**config.mk**
```make
export PLATFORM = sky130hd
export DESIGN_NAME = alu_seq_flat
export DESIGN_NICKNAME = d
export VERILOG_FILES = /design/src/rtl/alu_seq_if.sv /design/src/rtl/alu_seq.sv /design/src/flat_wrapper.sv
export SDC_FILE = /design/constraint.sdc
export NUM_CORES = 1
export LEC_CHECK = 0
export ABC_CLOCK_PERIOD_IN_PS = 8450
export CORE_ASPECT_RATIO = 2
export CORE_MARGIN = 1
export CORE_UTILIZATION = 58
export DETAILED_ROUTE_END_ITERATION = 7
export PLACE_DENSITY_LB_ADDON = 0.15
export SLEW_MARGIN = 20
export SYNTH_ARGS = -nofsm -noshare
export SYNTH_HDL_FRONTEND = slang
export SYNTH_SLANG_ARGS = --single-unit
```
**constraint.sdc**
```tcl
create_clock -name clk -period 8.45 [get_ports clk]
set_input_delay 1.2675 -clock clk [delete_from_list [all_inputs] [get_ports clk]]
set_output_delay 1.2675 -clock clk [all_outputs]
set_load 0.05 [all_outputs]
```
**src/rtl/alu_seq_if.sv**
```systemverilog
// Request/response bundle for alu_seq: operand request channel and result channel.
// slave is the ALU side, master the requester side.
interface alu_seq_if #(
    parameter int unsigned W = 12
);
    logic         in_valid;
    logic         in_ready;
    logic [2:0]   in_op;
    logic [W-1:0] in_a;
    logic [W-1:0] in_b;
    logic         out_valid;
    logic         out_ready;
    logic [W-1:0] out_y;
    logic [W-1:0] out_hi;
    logic         out_zero;
    logic         out_illegal;

    modport master (
        output in_valid, in_op, in_a, in_b, out_ready,
        input  in_ready, out_valid, out_y, out_hi, out_zero, out_illegal
    );

    modport slave (
        input  in_valid, in_op, in_a, in_b, out_ready,
        output in_ready, out_valid, out_y, out_hi, out_zero, out_illegal
    );
endinterface

```
**src/rtl/alu_seq.sv**
```systemverilog
// Sequential ALU: single-cycle add/sub/logic/shift, optional iterative shift-add multiplier.
// Define ALU_SEQ_MUL_EN to build the multiplier; otherwise opcode 111 returns out_illegal.
module alu_seq #(
    parameter int unsigned W = 12
) (
    input logic       clk,
    input logic       rst,
    alu_seq_if.slave  bus
);

`ifdef ALU_SEQ_MUL_EN
    typedef enum logic [1:0] {IDLE, EXEC, DONE} state_t;
`else
    typedef enum logic [0:0] {IDLE, DONE} state_t;
`endif

    localparam logic [W-1:0] W_LIM = W[W-1:0];

    state_t       state;
    logic [W-1:0] y_r;
    logic [W-1:0] hi_r;
    logic         zero_r;
    logic         ill_r;

    logic [W-1:0] alu_y;
    logic [W-1:0] alu_hi;
    logic         alu_ill;
    logic [W:0]   add_full;

    always_comb begin
        alu_y    = '0;
        alu_hi   = '0;
        alu_ill  = 1'b0;
        add_full = {1'b0, bus.in_a} + {1'b0, bus.in_b};
        case (bus.in_op)
            3'b001: begin
                alu_y  = add_full[W-1:0];
                alu_hi = {{(W-1){1'b0}}, add_full[W]};
            end
            3'b010: begin
                alu_y  = bus.in_a - bus.in_b;
                alu_hi = {{(W-1){1'b0}}, (bus.in_a < bus.in_b)};
            end
            3'b011: alu_y = bus.in_a & bus.in_b;
            3'b100: alu_y = bus.in_a | bus.in_b;
            3'b101: alu_y = bus.in_a ^ bus.in_b;
            3'b110: begin
                if (bus.in_b < W_LIM)
                    alu_y = bus.in_a << bus.in_b;
            end
            3'b111: begin
`ifndef ALU_SEQ_MUL_EN
                alu_ill = 1'b1;
`endif
            end
            default: ;
        endcase
    end

`ifdef ALU_SEQ_MUL_EN
    localparam int unsigned CW = $clog2(W);

    logic [W-1:0]   a_r;
    logic [2*W-1:0] prod_r;
    logic [2*W-1:0] prod_nx;
    logic [W:0]     mac;
    logic [CW-1:0]  cnt;

    // Multiplier lives in the low half of prod_r and is consumed LSB first as
    // partial sums shift in from the top.
    always_comb begin
        mac     = {1'b0, prod_r[2*W-1:W]} + (prod_r[0] ? {1'b0, a_r} : '0);
        prod_nx = {mac, prod_r[W-1:1]};
    end
`endif

    always_ff @(posedge clk) begin
        if (rst) begin
            state  <= IDLE;
            y_r    <= '0;
            hi_r   <= '0;
            zero_r <= 1'b0;
            ill_r  <= 1'b0;
`ifdef ALU_SEQ_MUL_EN
            a_r    <= '0;
            prod_r <= '0;
            cnt    <= '0;
`endif
        end else begin
            case (state)
                IDLE: begin
                    if (bus.in_valid) begin
`ifdef ALU_SEQ_MUL_EN
                        if (bus.in_op == 3'b111) begin
                            a_r    <= bus.in_a;
                            prod_r <= {{W{1'b0}}, bus.in_b};
                            cnt    <= '0;
                            state  <= EXEC;
                        end else
`endif
                        begin
                            y_r    <= alu_y;
                            hi_r   <= alu_hi;
                            zero_r <= (alu_y == '0) && (alu_hi == '0);
                            ill_r  <= alu_ill;
                            state  <= DONE;
                        end
                    end
                end
`ifdef ALU_SEQ_MUL_EN
                EXEC: begin
                    prod_r <= prod_nx;
                    cnt    <= cnt + 1'b1;
                    if (cnt == CW'(W - 1)) begin
                        y_r    <= prod_nx[W-1:0];
                        hi_r   <= prod_nx[2*W-1:W];
                        zero_r <= (prod_nx == '0);
                        ill_r  <= 1'b0;
                        state  <= DONE;
                    end
                end
`endif
                DONE: begin
                    if (bus.out_ready)
                        state <= IDLE;
                end
                default: state <= IDLE;
            endcase
        end
    end

    assign bus.in_ready    = (state == IDLE);
    assign bus.out_valid   = (state == DONE);
    assign bus.out_y       = y_r;
    assign bus.out_hi      = hi_r;
    assign bus.out_zero    = zero_r;
    assign bus.out_illegal = ill_r;

endmodule

```
**src/flat_wrapper.sv**
```systemverilog
// flat-port wrapper written by rule: the top's interface ports become plain ports
module alu_seq_flat 
#(
    parameter int unsigned W = 12
)
  (clk, rst, bus_in_valid, bus_in_op, bus_in_a, bus_in_b, bus_out_ready, bus_in_ready, bus_out_valid, bus_out_y, bus_out_hi, bus_out_zero, bus_out_illegal);
  alu_seq_if #(.W(W)) bus_i ();
  input logic clk;
  input logic rst;
  input wire logic [$bits(bus_i.in_valid)-1:0] bus_in_valid;
  input wire logic [$bits(bus_i.in_op)-1:0] bus_in_op;
  input wire logic [$bits(bus_i.in_a)-1:0] bus_in_a;
  input wire logic [$bits(bus_i.in_b)-1:0] bus_in_b;
  input wire logic [$bits(bus_i.out_ready)-1:0] bus_out_ready;
  output wire logic [$bits(bus_i.in_ready)-1:0] bus_in_ready;
  output wire logic [$bits(bus_i.out_valid)-1:0] bus_out_valid;
  output wire logic [$bits(bus_i.out_y)-1:0] bus_out_y;
  output wire logic [$bits(bus_i.out_hi)-1:0] bus_out_hi;
  output wire logic [$bits(bus_i.out_zero)-1:0] bus_out_zero;
  output wire logic [$bits(bus_i.out_illegal)-1:0] bus_out_illegal;
  assign bus_i.in_valid = bus_in_valid;
  assign bus_i.in_op = bus_in_op;
  assign bus_i.in_a = bus_in_a;
  assign bus_i.in_b = bus_in_b;
  assign bus_i.out_ready = bus_out_ready;
  assign bus_in_ready = bus_i.in_ready;
  assign bus_out_valid = bus_i.out_valid;
  assign bus_out_y = bus_i.out_y;
  assign bus_out_hi = bus_i.out_hi;
  assign bus_out_zero = bus_i.out_zero;
  assign bus_out_illegal = bus_i.out_illegal;
  alu_seq #(.W(W)) u_core (.clk(clk), .rst(rst), .bus(bus_i));
endmodule
```
==> impl_metrics.ini, run 1 <==
[timing]
slew_violations = 0
rsz0062_at_grt = false
finalHoldViolations = 0
setup_violations = 0
finalCritPeriodShare_pct = 60.6
worstMarginPinSlew_ns = 1.06
final.setup.tns_ns = 0
fin_crit_ns = 5.12
holdWs_ns = 0.454
fin_worst_skew_ns = 0.000693
fmax_ghz = 0.195
relSlewSlack_pct = 29.5

[power]
p_leak_uw = 0.00151
p_clk_share_pct = 15.7
combPwrFrac_pct = 61.1
intPower_uw = 195
vdd_ir_drop_max_mv = 0.107
design_power_total_uw = 363
p_sw_share_pct = 46.4
power.switching_uw = 168
seq_power_share_pct = 23.3
cellPowerDensity_nw_per_um2 = 103

[clock_tree]
clock-sinks = 16
clk_pin_slew_ns = 0.06
hold_buffers = 0
root_buffer = clkbuf_8
cts_buffers = 3
cts-htree-levels = 1
cts_setup_buffers = 0
clkLatencyLatePin_ns = 0.25
cts_resized = 0
tritoncts = done
cts_buffer_depth = 2

[final_layout]
num-nets-final = 526
drive_gt1_share_pct = 5.05
multiInputGateArea_um2 = 2450
area_delta_synth_final_pct = 13.7
seq_area_um2 = 320
nFillCells = 483
fin_cells = 513
finalCoreUtilization_pct = 68.3
n_antenna_cell = 0

[drt]
drc = 0
drt_iter0_drc = 169
drt_first_pass_iters = 5
ant_nets = 0
vias = 3378
drt_wl_total_mm = 9.57
detail_route.wl_per_cell_um = 18.7
vias_per_cell = 6.58

[die]
die_h_um = 105
die_area_um2 = 5630
core_um2 = 5140
boundaryPins = 59
num_rows = 37
die_x_um = 53.6
initial_core_util_pct = 60.0

[worst_setup_path]
cp.arrival_ns = 5.27
reg2reg_slack_ns = 5.86
slowest_delay_ns = 0.81
cp-startpoint = bus_in_b[1]
crit_fanout = 15
worstReg2RegStart = u_core.bus.out_valid
path_cells = clkdlybuf4s50_1 -> clkinv_1 -> fa_1 -> nand2b_1 -> a21oi_1 -> xnor2_1 -> nor2_1 -> or4_1 -> nor4_1 -> nand4_1 -> o41ai_2
endpoint_kind = register
slowest_stage = clkdlybuf4s50_1
cp-start-kind = input port
crit_type = in2reg
required_ns = 8.60

[place]
hpwlAfterDp_mm = 7.70
io_buffers = 47
routabilityCongestion = 0.984
placedCellCount = 510

[synth]
synth_area_um2 = 3090
avgSynthCellArea_um2 = 7.21
syn_inst = 428
ys_async_sr_fraction_pct = 0
synth_flop_cell = dfxtp_1
ys_seq_elements = 16
synth_edf_count = 0
ys_seq_area_share_pct = 10.4
ys_warn_count = 0
synthDistinctLibCells = 63

[global_route]
grt_use_total_pct = 35.8
grt_pass1_wl_mm = 15.1
grt-ovfl-total = 0
grt_pass1_vias = 3116
grt_antenna_before_repair = 0
grt_max_degree = 35

[worst_hold_path]
min_from = u_core.bus.out_illegal
hp-class = reg2reg

[run]
cap_violations = 0

[outcome]
status = finished, final reports clean
cell usage after synthesis, drive strengths merged (4+ instances only):
cell type / n / area (um2)
nand2: 31 / 116
o21ai: 34 / 170
a22oi: 7 / 52.6
nor4: 5 / 37.5
clkbuf: 13 / 50.0
dfxtp: 16 / 320
a31oi: 8 / 50.1
nor2: 37 / 139
o22ai: 7 / 43.8
buf: 22 / 169
inv: 35 / 131
o211a: 6 / 60.1
nand2b: 7 / 43.8
a211oi: 9 / 67.6
nor3: 13 / 65.1
nand3: 14 / 70.1
a21oi: 31 / 155
ha: 36 / 450
and3: 4 / 30.0
nand4: 6 / 37.5
nor3b: 4 / 30.0
mux2i: 8 / 80.1
mux4: 5 / 113
mux2: 4 / 45.0
o211ai: 5 / 37.5
nor2b: 7 / 43.8
per-stage QoR:
step	setup WS, ns	cell area [um2]
finish	3.33	3510
global placement	3.46	3470
global route	3.01	3510
floorplan	4.82	3120
detailed placement	3.37	3470
CTS	3.57	3510
cell families after synthesis:
group                    share of synthesized area [%]
flip-flops                                        10.4
AND/OR/NAND/NOR                                   23.0
XOR/XNOR                                          1.42
other                                            0.122
adder cells (fa/ha/maj)                           15.9
AO/OA/AOI/OAI                                     30.0
buffers and inverters                             11.5
multiplexers                                      7.70
power by group through the flow:
stage / combinational, uW / sequential (uW) / clock (uW)
2_1_floorplan: 137 / 107 / 0
3_3_place_gp: 214 / 86.0 / 0
3_5_place_dp: 216 / 86.2 / 0
4_1_cts: 217 / 84.6 / 57.2
5_1_grt: 238 / 85.5 / 60.0
6_report: 221 / 84.5 / 56.8
worst paths after layout:
check,endpoint,cells past startpoint
worst max-delay path,u_core.bus.out_zero,11
worst min-delay path,u_core.bus.out_illegal,2
worst max register to register,u_core.bus.out_zero,7
worst min register to register,u_core.bus.out_illegal,2
routing by layer:
layer | up-vias | wire length (um) | track usage, %
met1 | 1533 | 3450 | 37.4
met3 | 46 | 494 | 4.51
met2 | 192 | 5060 | 62.1
met4 | 0 | 566 | 23.5
met5 | - | 0 | 0
li1 | 1607 | - | -
cell usage in the layout, fill, tap and decap left out, types with 3 or more instances in the layout:
cell type        count
a211oi_1             9
a21o_1               3
a21oi_1             31
a221o_1              3
a221oi_1             3
a22o_1               3
a22oi_1              7
a31oi_1              8
and3_1               3
clkbuf_8             3
clkdlybuf4s50_1     47
conb_1              11
dfxtp_1             16
ha_1                36
inv_1               34
mux2_2               4
mux2i_1              8
mux4_2               5
nand2_1             31
nand2b_1             7
nand3_1             14
nand4_1              6
nor2_1              37
nor2b_1              7
nor3_1              13
nor3b_1              3
nor4_1               4
o211a_1              6
o211ai_1             5
o21ai_0             31
o21ai_1              3
o21bai_1             3
o22ai_1              7
or3_1                3
xnor2_1              3
critical path: cells and delay by family:
family	cells	cell delay, ns
adder cells (fa/ha/maj)	1	0.54
AO/OA/AOI/OAI	2	0.46
buffers and inverters	2	1.25
AND/OR/NAND/NOR	5	1.61
XOR/XNOR	1	0.14
state kept, by name, summed over array words and instances, names as in the netlist:
signal / cells
u_core.bus.out_hi: 1
u_core.bus.out_illegal: 1
u_core.bus.out_valid: 1
u_core.bus.out_y: 12
u_core.bus.out_zero: 1
final cells by class:
cell class	count	area share [%]
Multi-Input combinational cell	351	69.9
Clock buffer	3	1.18
Tap cell	58	2.07
Timing Repair Buffer	49	13.8
Inverter	36	3.85
Sequential cell	16	9.13
Power figures use the tool's default switching activity.
==> inputs of run 2 (changes only) <==
--- a/config.mk
+++ b/config.mk
@@ -5,10 +5,10 @@
 export SDC_FILE = /design/constraint.sdc
 export NUM_CORES = 1
 export LEC_CHECK = 0
-export ABC_CLOCK_PERIOD_IN_PS = 8450
+export ABC_CLOCK_PERIOD_IN_PS = 4750
 export CORE_ASPECT_RATIO = 2
 export CORE_MARGIN = 1
-export CORE_UTILIZATION = 58
+export CORE_UTILIZATION = 54
 export DETAILED_ROUTE_END_ITERATION = 7
 export PLACE_DENSITY_LB_ADDON = 0.15
 export SLEW_MARGIN = 20
==> constraint.sdc (replaced) <==
create_clock -name clk -period 4.75 [get_ports clk]
set_input_delay 0.7125 -clock clk [delete_from_list [all_inputs] [get_ports clk]]
set_output_delay 0.7125 -clock clk [all_outputs]
set_load 0.05 [all_outputs]
==> run 2 against run 1 <==
Effect of this change:
- sequential share of layout area fell by 0.13 points
- clock power up 120%
- global-route usage fell by 2.1 points
- via count rose by 1.6%
- critical endpoint unchanged
==> impl_metrics.ini, run 2 (synthesis results as in run 1) <==
[place]
io_buffers = 47
routabilityCongestion = 1.01
placedCellCount = 517
hpwlAfterDp_mm = 8.26

[global_route]
met2_usage_pct = 65.6
grt_pass1_vias = 3292
grt_pass1_wl_mm = 16.0
grt_max_degree = 25
grt-ovfl-total = 0
top_usage_layer = met2
grt_antenna_before_repair = 0
grt_use_total_pct = 33.7
use_met3_pct = 2.14
grtUsageMet1_pct = 33.1

[clock_tree]
clk_pin_slew_ns = 0.06
tritoncts = done
root_buffer = clkbuf_8
clock-sinks = 16
cts_buffers = 3
cts-htree-levels = 1
cts_setup_buffers = 0
clkLatencyLatePin_ns = 0.26
hold_buffers = 0
cts_resized = 0
cts_buffer_depth = 2

[final_layout]
drive_gt1_share_pct = 6.07
fin_cells = 521
mostFrequentLayoutCells = clkdlybuf4s50_1, nor2_1, ha_1
area_delta_synth_final_pct = 15.3
largest_reg_flops = 12
num-nets-final = 531
mostFrequentLayoutCell = clkdlybuf4s50_1
nFillCells = 532
n_antenna_cell = 0

[drt]
detail_route.wl_per_cell_um = 19.4
vias_per_cell = 6.59
drc = 0
vias = 3431
ant_nets = 0
drt_wl_total_mm = 10.1
drt_first_pass_iters = 5
drt_iter0_drc = 253

[worst_setup_path]
crit_fanout = 11
crit_type = in2reg
endpoint_kind = register
reg2reg_slack_ns = 2.47
required_ns = 4.93
cp-start-kind = input port
r2r_cells = 7
worstReg2RegStart = u_core.bus.out_valid
cp.arrival_ns = 3.95
rr_endpoint = u_core.bus.out_zero

[run]
cap_violations = 0

[power]
p_leak_uw = 0.00154
cellPowerDensity_nw_per_um2 = 191
seq_power_share_pct = 22.2
power.switching_uw = 312
intPower_uw = 367
p_clk_share_pct = 18.7
vdd_ir_drop_max_mv = 0.242
p_sw_share_pct = 45.9
combPwrFrac_pct = 59.2

[die]
num_rows = 38
die_x_um = 55.5
die_area_um2 = 6040
core_um2 = 5470
boundaryPins = 59
die_h_um = 109
initial_core_util_pct = 56.4

[outcome]
status = finished, final reports clean

[timing]
worstMarginPinSlew_ns = 1.06
slew_violations = 0
fmax_ghz = 0.265
rsz0062_at_grt = false
setup_violations = 0
fin_worst_skew_ns = 0.000825
finalCritPeriodShare_pct = 79.4
fin_crit_ns = 3.77
finalHoldViolations = 0
relSlewSlack_pct = 29.5
final.setup.tns_ns = 0

[worst_hold_path]
hold_depth = 2
min_from = u_core.bus.out_illegal
hp-class = reg2reg
whs_endpoint = u_core.bus.out_illegal
## run 2: cell count changes in the layout (fill, tap and decap cells not counted)
| cell | previous run | this run |
|---|---|---|
| nor3b_1 | 3 | 4 |
| clkbuf_8 | 3 | 4 |
| nor3b_2 | 1 | 0 |
| buf_4 | 2 | 7 |
## run 2: power groups by stage
stage / Clock [uW] / Combinational (uW) / Sequential [uW]
after floorplan: 0 / 243 / 191
final: 127 / 402 / 151
after detailed placement: 0 / 393 / 154
after global routing: 133 / 429 / 152
after CTS: 128 / 394 / 151
after global placement: 0 / 389 / 153
## run 2: layout make-up
cell class	instances	area (um2)	area share (%)
inverters	36	135	3.80
flip-flops and latches	16	320	9.00
well taps	60	75.1	2.11
repair buffers	54	523	14.7
clock buffers	4	55.1	1.55
multi-input cells	351	2450	68.8
## run 2: worst max path at each step
stage,startpoint,endpoint,slack (ns),depth (start not counted)
6_report,bus_in_b[3],u_core.bus.out_zero,0.98,11
5_1_grt,bus_in_b[3],u_core.bus.out_zero,0.69,11
4_1_cts,bus_in_b[3],u_core.bus.out_zero,0.99,11
3_5_place_dp,bus_in_b[3],u_core.bus.out_zero,0.73,11
3_3_place_gp,bus_in_b[3],u_core.bus.out_zero,0.74,11
2_1_floorplan,bus_in_b[2],u_core.bus.out_zero,1.68,11
## run 2: through the flow
step / worst slack, ns / instance area [um2] / power [uW] / utilization [%] / hold WS [ns]
floorplan: 1.68 / 3120 / 434 / - / 0.669
global placement: 0.738 / 3500 / 542 / 64.1 / 0.439
detailed placement: 0.726 / 3500 / 546 / 64.1 / 0.446
CTS: 0.992 / 3560 / 673 / 65.1 / 0.453
global route: 0.694 / 3560 / 714 / 65.1 / 0.493
finish: 0.980 / 3560 / 679 / 65.1 / 0.452
## run 2: layer usage
| layer | vias up | share of wire (%) |
|---|---|---|
| met5 | - | 0 |
| li1 | 1616 | - |
| met3 | 49 | 5.1 |
| met1 | 1581 | 35 |
| met4 | 0 | 5.8 |
| met2 | 185 | 54 |
## run 2: critical path, cell delays in order
cell	delay [ns]
clkdlybuf4s50_1	0.59
inv_1	0.18
ha_1	0.53
nand3_1	0.16
o221a_2	0.32
o31ai_1	0.53
o21ai_0	0.17
a211oi_1	0.30
a41o_1	0.17
nand2_1	0.09
o41ai_2	0.19
